**src/rtl/zigbee_pad_arbiter.sv**
```systemverilog
// Pad-mux arbiter: shares one pad bus among N_REQ requesters with round-robin
// selection, bounded ownership and settle (guard) cycles on every select change.
module zigbee_pad_arbiter #(
  parameter int N_REQ    = 4,
  parameter int SEL_W    = (N_REQ > 2) ? $clog2(N_REQ) : 1,
  parameter int IN_W     = 22,
  parameter int OUT_W    = 18,
  parameter int GUARD    = 2,
  parameter int MAX_HOLD = 64
) (
  input  logic                   clk_i,
  input  logic                   rst_i,
  input  logic [N_REQ-1:0]       req_i,
  input  logic [N_REQ*OUT_W-1:0] data_i,
  input  logic [IN_W-1:0]        pad_in_i,
  output logic [N_REQ-1:0]       gnt_o,
  output logic [SEL_W-1:0]       sel_o,
  output logic [OUT_W-1:0]       pad_out_o,
  output logic [IN_W-1:0]        in_o,
  output logic [N_REQ-1:0]       in_vld_o,
  output logic                   busy_o
);

  localparam logic [1:0] ST_IDLE  = 2'd0;
  localparam logic [1:0] ST_GUARD = 2'd1;
  localparam logic [1:0] ST_OWN   = 2'd2;

  localparam int HOLD_W = (MAX_HOLD > 0) ? $clog2(MAX_HOLD + 1) : 1;
  localparam logic [HOLD_W-1:0] HOLD_MAX   = HOLD_W'(MAX_HOLD);
  localparam logic [3:0]        GUARD_INIT = (GUARD > 0) ? 4'(GUARD - 1) : 4'd0;
  localparam logic [SEL_W-1:0]  LAST_SEL   = SEL_W'(N_REQ - 1);
  localparam logic [N_REQ-1:0]  ONE_HOT0   = N_REQ'(1);

  logic [1:0]        state_reg;
  logic [N_REQ-1:0]  gnt_reg;
  logic [SEL_W-1:0]  sel_reg;
  logic [SEL_W-1:0]  ptr_reg;
  logic [HOLD_W-1:0] hold_reg;
  logic [3:0]        guard_reg;

  logic [SEL_W-1:0]  win_next;
  logic              win_found;
  logic [SEL_W-1:0]  ptr_next;
  logic              preempt;
  logic [OUT_W-1:0]  slice [N_REQ];

  // Round-robin search: first asserted request at or after the pointer, wrapping.
  always_comb begin
    win_next  = '0;
    win_found = 1'b0;
    for (int off = 0; off < N_REQ; off++) begin
      for (int k = 0; k < N_REQ; k++) begin
        if (!win_found && req_i[k] && (((k - off + N_REQ) % N_REQ) == int'(ptr_reg))) begin
          win_next  = SEL_W'(k);
          win_found = 1'b1;
        end
      end
    end
  end

  // Pointer moves just past the owner on release; another requester waiting at
  // saturation forces the owner off the bus.
  always_comb begin
    ptr_next = (sel_reg == LAST_SEL) ? '0 : sel_reg + 1'b1;
    preempt  = (MAX_HOLD != 0) && (hold_reg == HOLD_MAX) && (|(req_i & ~gnt_reg));
  end

  // Arbitration state machine; async reset returns everything to an idle, ungranted bus.
  always_ff @(posedge clk_i or posedge rst_i) begin
    if (rst_i) begin
      state_reg <= ST_IDLE;
      gnt_reg   <= '0;
      sel_reg   <= '0;
      ptr_reg   <= '0;
      hold_reg  <= '0;
      guard_reg <= '0;
    end else begin
      case (state_reg)
        ST_IDLE: begin
          if (win_found) begin
            sel_reg <= win_next;
            if ((win_next != sel_reg) && (GUARD > 0)) begin
              state_reg <= ST_GUARD;
              guard_reg <= GUARD_INIT;
            end else begin
              state_reg <= ST_OWN;
              gnt_reg   <= ONE_HOT0 << win_next;
              hold_reg  <= '0;
            end
          end
        end
        ST_GUARD: begin
          if (!req_i[sel_reg]) begin
            // Requester gave up while pads settled: no grant, pointer untouched.
            state_reg <= ST_IDLE;
          end else if (guard_reg == 4'd0) begin
            state_reg <= ST_OWN;
            gnt_reg   <= ONE_HOT0 << sel_reg;
            hold_reg  <= '0;
          end else begin
            guard_reg <= guard_reg - 1'b1;
          end
        end
        ST_OWN: begin
          if (!req_i[sel_reg] || preempt) begin
            state_reg <= ST_IDLE;
            gnt_reg   <= '0;
            ptr_reg   <= ptr_next;
          end else if (hold_reg != HOLD_MAX) begin
            hold_reg <= hold_reg + 1'b1;
          end
        end
        default: begin
          state_reg <= ST_IDLE;
          gnt_reg   <= '0;
        end
      endcase
    end
  end

  for (genvar gi = 0; gi < N_REQ; gi++) begin : g_slice
    assign slice[gi] = data_i[gi*OUT_W +: OUT_W];
  end

  // Only the owner's data reaches the pads; zero otherwise (including in reset).
  assign pad_out_o = (state_reg == ST_OWN) ? slice[sel_reg] : '0;
  assign in_o      = pad_in_i;
  assign gnt_o     = gnt_reg;
  assign in_vld_o  = gnt_reg;
  assign sel_o     = sel_reg;
  assign busy_o    = (state_reg != ST_IDLE);

endmodule

```
**config.mk**
```make
export PLATFORM = sky130hd
export DESIGN_NAME = zigbee_pad_arbiter
export DESIGN_NICKNAME = d
export VERILOG_FILES = /design/src/rtl/zigbee_pad_arbiter.sv
export SDC_FILE = /design/constraint.sdc
export NUM_CORES = 1
export LEC_CHECK = 0
export CELL_PAD_IN_SITES_DETAIL_PLACEMENT = 0
export CELL_PAD_IN_SITES_GLOBAL_PLACEMENT = 2
export CORE_MARGIN = 2
export CORE_UTILIZATION = 19
export CTS_CLUSTER_SIZE = 24
export DETAILED_ROUTE_END_ITERATION = 12
export GPL_TIMING_DRIVEN = 0
export PLACE_DENSITY = 0.78
export SLEW_MARGIN = 20
export SYNTH_ARGS = -nofsm -noshare
export SYNTH_HDL_FRONTEND = slang
export SYNTH_SLANG_ARGS = --single-unit
export TNS_END_PERCENT = 5
```
**constraint.sdc**
```tcl
create_clock -name clk_i -period 2.9 [get_ports clk_i]
set_clock_uncertainty 0.2 [all_clocks]
set_input_delay 0.29 -clock clk_i [delete_from_list [all_inputs] [get_ports clk_i]]
set_output_delay 0.29 -clock clk_i [all_outputs]
set_load 0.02 [all_outputs]
```
==> flow_metrics.tcl <==
set metrics [dict create \
    die_area_sq_um 11900 \
    multi_input_area_sq_um 1300 \
    finish.net_count 450 \
    slowest_delay_ns 0.55 \
    synth.most_common_cell "buf_4" \
    pin_count 151 \
    rsz0062_at_grt "no" \
    start_util_pct 19.4 \
    hold_viol 0 \
    p_per_area_nw_per_um2 745 \
    vdd_drop_max_v 0.000256 \
    die_w_microns 109 \
    initialDrtViolationCount 77 \
    syn-cell-area_sq_um 2100 \
    grt_pass1_vias 2025 \
    critPathKind "flip-flop to output pin" \
    status "finished, final reports clean" \
    stdcell_count 485 \
    vias_per_cell 4.42 \
    diodes 0 \
    syn_area_per_cell_sq_um 9.87 \
    routabilityCongestion 0.810 \
    wirelength_mm 7.04 \
    syn_to_final_growth_pct 72.5 \
    whs_ns 0.301 \
    dp_hpwl_mm 5.83 \
    grt_overflow 0 \
    synth_seq_area_share_pct 25.0 \
    worst_pin_slew_ns 0.868 \
    cts_max_path_buffers 2 \
    drc 0 \
    report.final.slew_viol_count 0 \
    wl_per_cell_microns 14.5 \
    end_kind "output pin" \
    total_leakage_power_uw 0.00148 \
    track_usage_pct 11.1 \
    crit_fanout 10 \
    crit_chain "buf_2 > buf_6 > mux4_2 > nor2b_1 > clkdlybuf4s50_1" \
    min_period_ns 2.78 \
    drive_above_1_share_pct 19.1 \
    synth_top_area_share_pct 25.0 \
    clockRootBuffer "clkbuf_8" \
    critPathSlowestCell "clkdlybuf4s50_1" \
    placed_cells 481 \
    arrival_ns 2.29 \
    core_region_area_sq_um 10800 \
    postRouteAntennaNets 0 \
    grt_antenna_before_repair 0 \
    via_count 2145 \
    cts_tree "built" \
    nFillCells 1124 \
    tns_ns 0 \
    synth_commonest_cells "buf_4, dfrtp_1, mux4_2, nand2_1, nor2b_1" \
    synth_ff_type "dfrtp_1" \
    regArea_sq_um 526 \
    first_pass_iters 4 \
    grt_max_degree 22 \
    yosys.area.top_type "dfrtp_1" \
    required_ns 2.41 \
    largest_reg_flops 7 \
    critPathBufInv 3 \
    synth_area_leaders "dfrtp_1, mux4_2, buf_4" \
    synth_cell_type_count 44 \
    crit_family "buffers and inverters" \
    die_y_microns 109 \
    worstHoldPathType "flip-flop to flip-flop" \
    cts.sinks 21 \
    post-cts-setup-buffer-count 0 \
    io_buffer_count 128 \
    max_freq_mhz 360 \
    finalSetupViolCount 0 \
    syn_inst 213 \
    clock_latency_ns 0.26 \
    async_flop_share_pct 100 \
    ys_warn_count 0 \
    max_cap_viol_count 0 \
    cts_made_buffers 3 \
    syn_nets 317 \
    slew_headroom_pct 42.1 \
    cp-start-kind "flip-flop" \
    path_clk_slew_ns 0.08 \
    synth-edff-count 0 \
    synth-seq-cells 21 \
    rows 38 \
    period_share_pct 95.9 \
    grt_first_pass_wirelength_mm 10.3 \
    htree_num_levels 1 \
]
path summary, 6_finish.rpt:
path	startpoint	cells past startpoint	end	slack, ns
worst max-delay path	sel_o[0]	5	pad_out_o[2]	0.12
worst min-delay path	guard_reg[1]	1	guard_reg[1]	0.30
worst max register to register	sel_o[0]	6	gnt_o[1]	0.43
worst min register to register	guard_reg[1]	1	guard_reg[1]	0.30
max in group asynchronous	rst_i	2	gnt_o[3]	1.66
min in group asynchronous	rst_i	2	ptr_reg[0]	0.31
layout by cell type (no fill, tap or decap), types with 3 or more instances in the layout:
cell type        count
a21oi_1              6
ha_1                 4
nand2_1             18
and3_1               3
mux2_2               4
inv_1               14
nor3_1               4
mux4_2              18
dfrtp_1             21
nand2b_1             5
nand3_1              5
nor2b_1             18
clkbuf_8             3
o31ai_1              4
nor2_1               8
clkdlybuf4s50_1    126
a22o_1               5
mux2i_1              5
o21ai_0              7
buf_4               26
a21o_1               3
clkbuf_2             4
where the power goes:
group          total, uW  internal (uW)  switching (uW)
combinational       2000           1020             986
clock                202           98.1             104
sequential           498            387             111
area by class of cell:
cell class / instances / area share (%)
Timing Repair Buffer: 128 / 35.4
Inverter: 14 / 1.45
Buffer: 34 / 6.83
Multi-Input combinational cell: 144 / 35.7
Clock buffer: 4 / 1.24
Tap cell: 140 / 4.83
Sequential cell: 21 / 14.5
what timing repair did:
| action | in CTS | in global routing |
|---|---|---|
| hold buffers | 0 | 0 |
| gates resized for setup | 6 | 6 |
| endpoints found under the setup margin | 18 | 18 |
worst register-to-register path, stage by stage (launching register included):
cell and delay, ns:
dfrtp_1 0.38, buf_2 0.22, mux4_1 0.67, mux2i_1 0.23
nand2_1 0.13, nand4_2 0.18, mux2_2 0.35
stage by stage:
stage	area (sq um)	total power, uW	utilization (%)	setup WS, ns
2_1_floorplan	2100	1800	-	0.542
3_3_place_gp	3560	2510	32.8	0.0834
3_5_place_dp	3560	2520	32.8	0.112
4_1_cts	3610	2740	33.3	0.0181
5_1_grt	3630	2920	33.5	0.00199
6_report	3630	2700	33.5	0.120
routing by layer:
layer	routed length, microns	global-route usage, %
met3	275	1.73
met5	0	0
met1	2690	12.8
met4	114	3.07
met2	3960	20.9
cells by family (layout without fill, tap and decap cells):
group,count (synthesis),after routing,share of synthesized area [%]
muxes,28,28,25.0
DFF,21,21,25.0
and+or+nand+nor,74,74,19.7
buffers and inverters,48,180,13.4
AOI/OAI and AO/OA,38,38,14.5
adders and majority gates,4,4,2.38
Note: power is estimated with default switching activity, not from simulation.
==> edit, RTL diff (same settings) <==
Set the parameter `MAX_HOLD` to 32 (it was 64).
--- a/src/rtl/zigbee_pad_arbiter.sv
+++ b/src/rtl/zigbee_pad_arbiter.sv
@@ -7,5 +7,5 @@
   parameter int OUT_W    = 18,
   parameter int GUARD    = 2,
-  parameter int MAX_HOLD = 64
+  parameter int MAX_HOLD = 32
 ) (
   input  logic                   clk_i,
Formal check against the unedited RTL: same outputs for any inputs over 10 cycles, from zero or initial values and one cycle with rst_i high; that may be too few to reach the edited logic, so the function may still have changed.
==> edit against the original RTL <==
Total power shrank 1.6%; design area increased by 0.28%; first-iteration DRC count is 36% lower; register-to-register slack worse by 60 ps; fmax increased by 0.49%; worst setup slack gained 14 ps; sequential share of layout area shrank 0.73 points; sequential cell count down 1; wire length rose by 0.36%; sequential power shrank 1%; core utilization grew 0.24 points; area after synthesis shrank 0.71%; critical endpoint is now pad_out_o[5]; highest routed layer unchanged.
==> edit: results <==
{
  "syn_nets": 320,
  "grt_max_degree": 21,
  "status": "finished, final reports clean",
  "layout.nets": 451,
  "yosysSeqAreaShare": 0.2397,
  "wl_met1_mm": 3.007,
  "max_slew_margin": 0.4643,
  "synth_area_leaders": "dfrtp_1, mux4_2, buf_4",
  "drt_iter0_drc": 49,
  "via_per_inst": 4.327,
  "min_path_type": "primary input to asynchronous set/reset pin",
  "gp_congestion": 0.7729,
  "totalWireLength_mm": 7.062,
  "synthCells": 216,
  "place_ws_ps": -54.35,
  "dp.cells": 484,
  "whs_ps": 269.2,
  "synth_cell_types": 42,
  "drt_pass1_iterations": 6,
  "met1_usage": 0.1530,
  "met3_usage": 0.01375,
  "drive_above_1_share": 0.2023,
  "stdcell_count": 486,
  "timing.final.ws_setup_ps": 133.3,
  "met2_usage": 0.2223,
  "dr_wl_met2_mm": 3.803,
  "crit_path_end": "pad_out_o[5]",
  "dpl_cell_area_um2": 3545,
  "largest_reg_flops": 6,
  "grt_pass1_wl_mm": 11.06,
  "grt_use_total": 0.1209,
  "vdd_drop_max_v": 0.0003050,
  "p_leak_nw": 1.464
}
edit: cell types whose count changed after synthesis, moves of 3 or more:
cell      before  now
and2_1         1   19
nor2b_1       18    4
inv_1         14    7
clkbuf_1       4    8
nand2b_1       5    8
nor3_1         4    7
nor4_1         0    3
edit: area by class of cell:
cell class	instances	area (um^2)	share of cell area
Buffer	34	254.0	0.06981
Clock buffer	3	41.29	0.01135
Clock inverter	1	30.03	0.008253
Inverter	7	26.28	0.007221
Multi-Input combinational cell	153	1328	0.3649
Sequential cell	20	500.5	0.1376
Tap cell	140	175.2	0.04814
Timing Repair Buffer	128	1284	0.3528
edit: cell families after synthesis:
logic type | synth area share
multiplexers | 0.2516
flip-flops | 0.2397
adder cells (fa/ha/maj) | 0.02397
XOR/XNOR | 0.01258
buffers and inverters | 0.1282
AND/OR/NAND/NOR | 0.2181
AO/OA/AOI/OAI | 0.1258
edit: power breakdown:
group	switching, W	total [W]	leakage (nW)	internal, W
logic	0.000910	0.00188	1.17	0.000968
clock network	0.000105	0.000290	0.0357	0.000185
registers	0.000118	0.000493	0.261	0.000375
edit: timing repair:
action	CTS	global route
endpoints found under the setup margin	18	18
gates resized for setup	9	6
pin swaps	0	0
edit: worst min-delay path by stage:
stage / end
final: state_reg[1]$_DFFE_PP0P_
after detailed placement: guard_reg[1]$_DFFE_PP0P_
after global placement: guard_reg[1]$_DFFE_PP0P_
after global routing: state_reg[0]$_DFFE_PP0P_
after CTS: guard_reg[2]$_DFFE_PP0P_
after floorplan: gnt_o[0]$_DFFE_PP0P_
edit: worst register-to-register path: stages, from the launching register on:
cell and delay (ps):
dfrtp_1 400, buf_6 150, mux4_2 590, a21bo_2 240, o21ai_0 100, a211oi_2 360
mux2_2 390
